## src/rtl/id_stage_if.sv

```systemverilog
// ID/EX pipeline bundle between the decode stage (master) and execute (slave).
// ex_valid=1 marks a real instruction; with ex_valid=0 every other field is 0.
interface id_stage_if #(
    parameter int ARQ = 16
);
    logic           ex_valid;
    logic           ex_we;
    logic           ex_mem_rd;
    logic           ex_mem_wr;
    logic [2:0]     ex_alu_op;
    logic [3:0]     ex_rd;
    logic [ARQ-1:0] ex_a;
    logic [ARQ-1:0] ex_b;
    logic [ARQ-1:0] ex_store;

    modport master (
        output ex_valid, ex_we, ex_mem_rd, ex_mem_wr, ex_alu_op, ex_rd, ex_a, ex_b, ex_store
    );
    modport slave (
        input ex_valid, ex_we, ex_mem_rd, ex_mem_wr, ex_alu_op, ex_rd, ex_a, ex_b, ex_store
    );
endinterface

```

## src/rtl/id_stage.sv

```systemverilog
// Decode stage: register file, hazard detection, branch resolution, ID/EX register.
// Optional macro ID_ILLEGAL_TRAP_EN enables the sticky illegal-opcode flag.
module id_stage #(
    parameter int ARQ      = 16,
    parameter int MEM_ADDR = 13
) (
    input  logic                clk,
    input  logic                rst,
    input  logic                id_valid,
    input  logic [ARQ-1:0]      instr,
    input  logic [MEM_ADDR-1:0] pc,
    input  logic                wb_we,
    input  logic [3:0]          wb_rd,
    input  logic [ARQ-1:0]      wb_data,
    input  logic                mem_we,
    input  logic [3:0]          mem_rd,
    output logic                stall,
    output logic                branch_taken,
    output logic [MEM_ADDR-1:0] jump_address,
    id_stage_if.master          ex,
    output logic                illegal_op
);
    logic [3:0] op, f_rd, f_rs1, f_rs2;
    assign op    = instr[15:12];
    assign f_rd  = instr[11:8];
    assign f_rs1 = instr[7:4];
    assign f_rs2 = instr[3:0];

    logic [ARQ-1:0] rf [16];
    logic [ARQ-1:0] v_rs1, v_rs2, v_rd;

    // Writeback bypass so a value retiring this cycle is visible to decode.
    assign v_rs1 = (f_rs1 == 4'd0) ? '0 : (wb_we && wb_rd == f_rs1) ? wb_data : rf[f_rs1];
    assign v_rs2 = (f_rs2 == 4'd0) ? '0 : (wb_we && wb_rd == f_rs2) ? wb_data : rf[f_rs2];
    assign v_rd  = (f_rd  == 4'd0) ? '0 : (wb_we && wb_rd == f_rd)  ? wb_data : rf[f_rd];

    logic use_rs1, use_rs2, use_rd, load_use, branch_hazard, go;

    always_comb begin
        use_rs1 = (op >= 4'h1 && op <= 4'h8) || op == 4'hA || op == 4'hB;
        use_rs2 = (op >= 4'h1 && op <= 4'h5);
        use_rd  = (op == 4'hB) || (op == 4'hC);
        load_use = id_valid && ex.ex_valid && ex.ex_mem_rd && ex.ex_rd != 4'd0 &&
                   ((use_rs1 && f_rs1 == ex.ex_rd) || (use_rs2 && f_rs2 == ex.ex_rd) ||
                    (use_rd && f_rd == ex.ex_rd));
        // BNZ resolves in decode, so it must wait for any in-flight writer of its source.
        branch_hazard = id_valid && op == 4'hC && f_rd != 4'd0 &&
                        ((ex.ex_valid && ex.ex_we && ex.ex_rd == f_rd) ||
                         (mem_we && mem_rd == f_rd));
    end

    assign stall = load_use | branch_hazard;
    assign go    = id_valid & ~stall;

    always_comb begin
        branch_taken = 1'b0;
        jump_address = '0;
        if (go && op == 4'hD) begin
            branch_taken = 1'b1;
            jump_address = MEM_ADDR'(instr[11:0]);
        end else if (go && op == 4'hC && v_rd != '0) begin
            branch_taken = 1'b1;
            jump_address = pc + MEM_ADDR'($signed(instr[7:0]));
        end
    end

    logic           n_valid, n_we, n_mem_rd, n_mem_wr;
    logic [2:0]     n_alu_op;
    logic [3:0]     n_rd;
    logic [ARQ-1:0] n_a, n_b, n_store;

    always_comb begin
        n_valid  = 1'b0;
        n_we     = 1'b0;
        n_mem_rd = 1'b0;
        n_mem_wr = 1'b0;
        n_alu_op = 3'd0;
        n_rd     = 4'd0;
        n_a      = '0;
        n_b      = '0;
        n_store  = '0;
        if (go && op >= 4'h1 && op <= 4'hA) begin
            n_valid = 1'b1;
            n_rd    = f_rd;
            n_we    = (f_rd != 4'd0);
            n_a     = v_rs1;
            case (op)
                4'h1, 4'h2, 4'h3, 4'h4, 4'h5: begin
                    n_alu_op = 3'(op - 4'h1);
                    n_b      = v_rs2;
                end
                4'h6: begin n_alu_op = 3'd5; n_b = ARQ'(f_rs2); end
                4'h7: begin n_alu_op = 3'd6; n_b = ARQ'(f_rs2); end
                4'h8: n_b = ARQ'($signed(f_rs2));
                4'h9: begin n_a = '0; n_b = ARQ'(instr[7:0]); end
                default: n_mem_rd = 1'b1;
            endcase
        end else if (go && op == 4'hB) begin
            n_valid  = 1'b1;
            n_mem_wr = 1'b1;
            n_a      = v_rs1;
            n_store  = v_rd;
        end
    end

    always_ff @(posedge clk or negedge rst) begin
        if (!rst) begin
            ex.ex_valid  <= 1'b0;
            ex.ex_we     <= 1'b0;
            ex.ex_mem_rd <= 1'b0;
            ex.ex_mem_wr <= 1'b0;
            ex.ex_alu_op <= 3'd0;
            ex.ex_rd     <= 4'd0;
            ex.ex_a      <= '0;
            ex.ex_b      <= '0;
            ex.ex_store  <= '0;
        end else begin
            ex.ex_valid  <= n_valid;
            ex.ex_we     <= n_we;
            ex.ex_mem_rd <= n_mem_rd;
            ex.ex_mem_wr <= n_mem_wr;
            ex.ex_alu_op <= n_alu_op;
            ex.ex_rd     <= n_rd;
            ex.ex_a      <= n_a;
            ex.ex_b      <= n_b;
            ex.ex_store  <= n_store;
        end
    end

    always_ff @(posedge clk or negedge rst) begin
        if (!rst) begin
            for (int i = 0; i < 16; i++) rf[i] <= '0;
        end else if (wb_we && wb_rd != 4'd0) begin
            rf[wb_rd] <= wb_data;
        end
    end

`ifdef ID_ILLEGAL_TRAP_EN
    logic illegal_q;
    always_ff @(posedge clk or negedge rst) begin
        if (!rst) illegal_q <= 1'b0;
        else if (go && op >= 4'hE) illegal_q <= 1'b1;
    end
    assign illegal_op = illegal_q;
`else
    assign illegal_op = 1'b0;
`endif
endmodule

```

## src/flat_wrapper.sv

```systemverilog
// flat-port wrapper written by rule: the top's interface ports become plain ports
module id_stage_flat 
#(
    parameter int ARQ      = 16,
    parameter int MEM_ADDR = 13
)
  (clk, rst, id_valid, instr, pc, wb_we, wb_rd, wb_data, mem_we, mem_rd, stall, branch_taken, jump_address, illegal_op, ex_ex_valid, ex_ex_we, ex_ex_mem_rd, ex_ex_mem_wr, ex_ex_alu_op, ex_ex_rd, ex_ex_a, ex_ex_b, ex_ex_store);
  id_stage_if #(.ARQ(ARQ)) ex_i ();
  input  logic clk;
  input  logic rst;
  input  logic id_valid;
  input  logic [ARQ-1:0] instr;
  input  logic [MEM_ADDR-1:0] pc;
  input  logic wb_we;
  input  logic [3:0] wb_rd;
  input  logic [ARQ-1:0] wb_data;
  input  logic mem_we;
  input  logic [3:0] mem_rd;
  output logic stall;
  output logic branch_taken;
  output logic [MEM_ADDR-1:0] jump_address;
  output logic illegal_op;
  output wire logic [$bits(ex_i.ex_valid)-1:0] ex_ex_valid;
  output wire logic [$bits(ex_i.ex_we)-1:0] ex_ex_we;
  output wire logic [$bits(ex_i.ex_mem_rd)-1:0] ex_ex_mem_rd;
  output wire logic [$bits(ex_i.ex_mem_wr)-1:0] ex_ex_mem_wr;
  output wire logic [$bits(ex_i.ex_alu_op)-1:0] ex_ex_alu_op;
  output wire logic [$bits(ex_i.ex_rd)-1:0] ex_ex_rd;
  output wire logic [$bits(ex_i.ex_a)-1:0] ex_ex_a;
  output wire logic [$bits(ex_i.ex_b)-1:0] ex_ex_b;
  output wire logic [$bits(ex_i.ex_store)-1:0] ex_ex_store;
  assign ex_ex_valid = ex_i.ex_valid;
  assign ex_ex_we = ex_i.ex_we;
  assign ex_ex_mem_rd = ex_i.ex_mem_rd;
  assign ex_ex_mem_wr = ex_i.ex_mem_wr;
  assign ex_ex_alu_op = ex_i.ex_alu_op;
  assign ex_ex_rd = ex_i.ex_rd;
  assign ex_ex_a = ex_i.ex_a;
  assign ex_ex_b = ex_i.ex_b;
  assign ex_ex_store = ex_i.ex_store;
  id_stage #(.ARQ(ARQ), .MEM_ADDR(MEM_ADDR)) u_core (.clk(clk), .rst(rst), .id_valid(id_valid), .instr(instr), .pc(pc), .wb_we(wb_we), .wb_rd(wb_rd), .wb_data(wb_data), .mem_we(mem_we), .mem_rd(mem_rd), .stall(stall), .branch_taken(branch_taken), .jump_address(jump_address), .ex(ex_i), .illegal_op(illegal_op));
endmodule
```

## config.mk

```make
export PLATFORM = sky130hd
export DESIGN_NAME = id_stage_flat
export DESIGN_NICKNAME = d
export VERILOG_FILES = /design/src/rtl/id_stage_if.sv /design/src/rtl/id_stage.sv /design/src/flat_wrapper.sv
export SDC_FILE = /design/constraint.sdc
export NUM_CORES = 1
export LEC_CHECK = 0
export ABC_AREA = 1
export BUFFER_PORTS_ARGS = -buffer_cell sky130_fd_sc_hd__buf_2
export CAP_MARGIN = 30
export CORE_ASPECT_RATIO = 1.2
export CORE_MARGIN = 5
export CORE_UTILIZATION = 40
export DETAILED_ROUTE_END_ITERATION = 8
export MAX_ROUTING_LAYER = met4
export SETUP_SLACK_MARGIN = 0.1
export SLEW_MARGIN = 20
export SYNTH_ARGS = -nofsm -noshare
export SYNTH_HDL_FRONTEND = slang
export SYNTH_SLANG_ARGS = --single-unit
```

## constraint.sdc

```tcl
create_clock -name clk -period 3.65 [get_ports clk]
set_clock_uncertainty 0.1 [all_clocks]
set_input_delay 0.73 -clock clk [delete_from_list [all_inputs] [get_ports clk]]
set_output_delay 0.73 -clock clk [all_outputs]
set_load 0.05 [all_outputs]
```

==> impl_metrics.py <==
metrics = {
    "outcome": {
        "outcome": "finished, violations left",
        "violations": "DRC",
    },
    "floorplanning": {
        "core-area_um2": 50340,
        "die_h_um": 257.3,
        "fp-row-count": 90,
        "ios": 133,
        "start_util": 0.4050,
        "dieArea_um2": 55600,
        "die_w_um": 216.1,
    },
    "finish": {
        "fin_util": 0.4950,
        "mostFrequentLayoutCell": "nand2_1",
        "nNetsFinal": 3223,
        "final_cell_mix": "nand2_1 (626), o21ai_0 (538), nand3_1 (323)",
        "drive_gt1_frac": 0.1665,
        "syn2layout_area_growth_pct": 22.20,
        "final_area_um2": 24910,
    },
    "clock_tree": {
        "clk_latency_ns": 0.57,
        "cts_buffers": 36,
        "cts_tree": "yes",
        "path_clk_slew_ns": 0.06,
        "cts_hold_buffers": 0,
        "htreeDepth": 2,
        "clockBufferDepth": 3,
        "clock_sinks": 315,
        "root_buffer": "clkbuf_16",
    },
    "power_and_ir_drop": {
        "p_leak_uw": 0.01190,
        "powerDensity_nw_per_um2": 455.4,
        "pwr-share-comb": 0.283,
        "p_clk_frac": 0.320,
        "p_sw_uw": 4064,
        "swShare": 0.3582,
        "ir_drop_uv": 277.4,
        "internal_power_uw": 7280,
        "pwr-share-seq": 0.396,
    },
    "worst_setup_path": {
        "endpoint_kind": "output port",
        "critical_path_required_ns": 2.82,
        "path_max_fanout": 15,
        "worst_ep_arrival_time_ns": 2.71,
        "start_kind": "input pin",
        "path_class": "in2out",
    },
    "sta": {
        "max-slew-margin-rel": 0.3334,
        "final-max-slew-violation-count": 0,
        "fmax_mhz": 282.1,
        "tightest_slew_ns": 0.9963,
        "finalWorstSetupSlack_ns": 0.1053,
        "fin_hold_ws_ns": 0.07277,
        "finalHoldViolCount": 0,
        "period_needed_ns": 3.545,
        "rsz0062_at_grt": "yes",
        "finalSetupViolations": 0,
        "period_share": 0.9711,
    },
    "run": {
        "max-cap-violations": 0,
    },
    "detailed_routing": {
        "dr_wl_met3_um": 9714,
        "dr.pass1.iters": 9,
        "wl_met2_um": 39960,
        "postRouteWirelength_um": 91000,
        "post-route-drc-count": 8,
        "drtAntennaViolNets": 0,
        "maxUsedRoutingLayer": "met4",
        "met1_length_um": 34000,
        "num_vias": 22780,
        "drt_iter0_drc": 3105,
        "routedWlPerCell_um": 23.85,
        "viasPerCell": 5.969,
    },
    "yosys": {
        "synth_cell_types": 43,
        "synth-warning-count": 0,
        "synth_edf_count": 0,
        "synth_ff_type": "dfrtp_1",
        "yosysSeqAreaShare": 0.3866,
        "synthesis.nets": 3095,
        "syn_area_per_cell_um2": 6.751,
        "synthCells": 3020,
        "ys_seq_elements": 315,
        "ys_async_sr_fraction": 1.000,
        "synth.cell_area_um2": 20390,
    },
    "global_routing": {
        "grt_max_degree": 134,
        "grt_overflow_total": 0,
        "grt_usage": 0.3193,
        "grt_pass1_wl_um": 133400,
        "grt_pass1_vias": 21530,
        "antenna_found_initial": 1,
    },
    "place": {
        "hpwl_um": 55110,
        "preCtsSetupSlack_ns": -0.2397,
        "io_buffer_count": 131,
        "gp_congestion": 0.9395,
        "placed_cell_area_um2": 22370,
    },
    "min_path": {
        "hold_class": "in2async",
    },
}
## critical path: stages
cell and delay (ns):
clkbuf_16 0.17, buf_4 0.15, clkbuf_16 0.17, o211ai_1 0.20
nand3_1 0.11, nand3_2 0.10, nand3_4 0.10, nand2_2 0.09
nand2_1 0.05, inv_1 0.07, nand2_2 0.07, nor2_4 0.12
nand2_4 0.09, buf_12 0.15, nand4_1 0.08, nand2_1 0.08
buf_6 0.15
## stage by stage
| step | total power [µW] | instances | setup TNS, ns |
|---|---|---|---|
| after floorplan | 6347 | 3020 | 0 |
| after global placement | 7410 | 3696 | -2.404 |
| after detailed placement | 7469 | 3697 | -2.670 |
| after CTS | 11170 | 3784 | 0 |
| after global routing | 11920 | 3816 | -0.03639 |
| final | 11340 | 3816 | 0 |
## power groups by stage
stage                     Sequential, µW  Clock [µW]  Combinational (µW)
final                               4500        3630                3210
after global placement              4520           0                2890
after global routing                4560        3820                3540
after detailed placement            4530           0                2940
after CTS                           4470        3680                3010
after floorplan                     4520           0                1830
## path summary, 6_finish.rpt
kind / from / to / slack, ns / depth (start not counted)
min reg2reg: u_core.rf[246] / u_core.rf[246] / 0.32 / 0
max: instr[8] / jump_address[8] / 0.11 / 17
max reg2reg: u_core.ex.ex_rd[1] / u_core.ex.ex_a[10] / 1.29 / 12
min: rst / u_core.rf[143] / 0.07 / 1
max in group asynchronous: rst / u_core.ex.ex_alu_op[1] / 2.42 / 2
min in group clk: u_core.rf[246] / u_core.rf[246] / 0.32 / 0
## cell type report
| class | instances | area, µm² |
|---|---|---|
| tap | 644 | 805.8 |
| inverter | 234 | 895.9 |
| sequential | 315 | 7883 |
| clock inverter | 11 | 90.09 |
| antenna | 1 | 2.502 |
| multi-input combinational | 2204 | 10880 |
| clock buffer | 50 | 1055 |
| fill | 5013 | 25420 |
| timing repair buffer | 357 | 3306 |
## cell families (layout without fill, tap and decap cells)
group / count (synthesis) / in the layout / share of synthesized area
AO/OA/AOI/OAI: 933 / 933 / 0.2362
XOR/XNOR: 22 / 22 / 0.009451
adder cells (fa/ha/maj): 17 / 17 / 0.01080
buffers and inverters: 501 / 652 / 0.1015
flip-flops: 315 / 315 / 0.3866
other: 1 / 2 / 0.0001839
AND/OR/NAND/NOR: 1231 / 1231 / 0.2552
## Yosys cell counts (2+ instances only)
| master | instances | share of area |
|---|---|---|
| buf_1 | 22 | 0.0041 |
| clkinv_1 | 3 | 0.00055 |
| nor2_1 | 179 | 0.033 |
| o21ai_1 | 2 | 0.00049 |
| buf_4 | 16 | 0.0059 |
| nand4_1 | 19 | 0.0058 |
| buf_2 | 55 | 0.014 |
| clkbuf_1 | 166 | 0.031 |
| inv_2 | 8 | 0.0015 |
| dfrtp_1 | 315 | 0.39 |
| o31ai_1 | 3 | 0.0011 |
| nand3_1 | 365 | 0.090 |
| xnor2_1 | 11 | 0.0047 |
| nor3_1 | 8 | 0.0020 |
| a211oi_1 | 2 | 0.00074 |
| o22ai_1 | 3 | 0.00092 |
| xor2_1 | 11 | 0.0047 |
| inv_1 | 223 | 0.041 |
| nand2_1 | 648 | 0.12 |
| o21ai_0 | 554 | 0.14 |
| a31oi_1 | 9 | 0.0028 |
| o211ai_1 | 28 | 0.010 |
| nor4_1 | 2 | 0.00061 |
| nand3_2 | 2 | 0.00098 |
| nor2_2 | 3 | 0.00092 |
| buf_6 | 8 | 0.0044 |
| a22oi_1 | 5 | 0.0018 |
| nand2_4 | 2 | 0.0011 |
| a21oi_1 | 319 | 0.078 |
| ha_1 | 16 | 0.0098 |
## flip-flops by register name, summed over array words and instances, names as in the netlist
signal / flops
u_core.ex.ex_rd: 4
u_core.rf: 256
u_core.ex.ex_alu_op: 3
u_core.ex.ex_a: 16
u_core.ex.ex_valid: 1
u_core.ex.ex_mem_wr: 1
u_core.ex.ex_b: 16
u_core.ex.ex_mem_rd: 1
u_core.ex.ex_store: 16
u_core.ex.ex_we: 1
## layer usage
metal,vias up,track usage
met4,0,0.2064
met2,1455,0.4861
met1,10620,0.3854
li1,10340,-
met5,-,-
met3,367,0.06666
## timing repair
item	in CTS	in global routing
endpoints found under the setup margin	14	15
buffers inserted	19	23
pin swaps	5	49
resized for setup	58	130
gates cloned	7	8
Note: power is estimated with default switching activity, not from simulation.
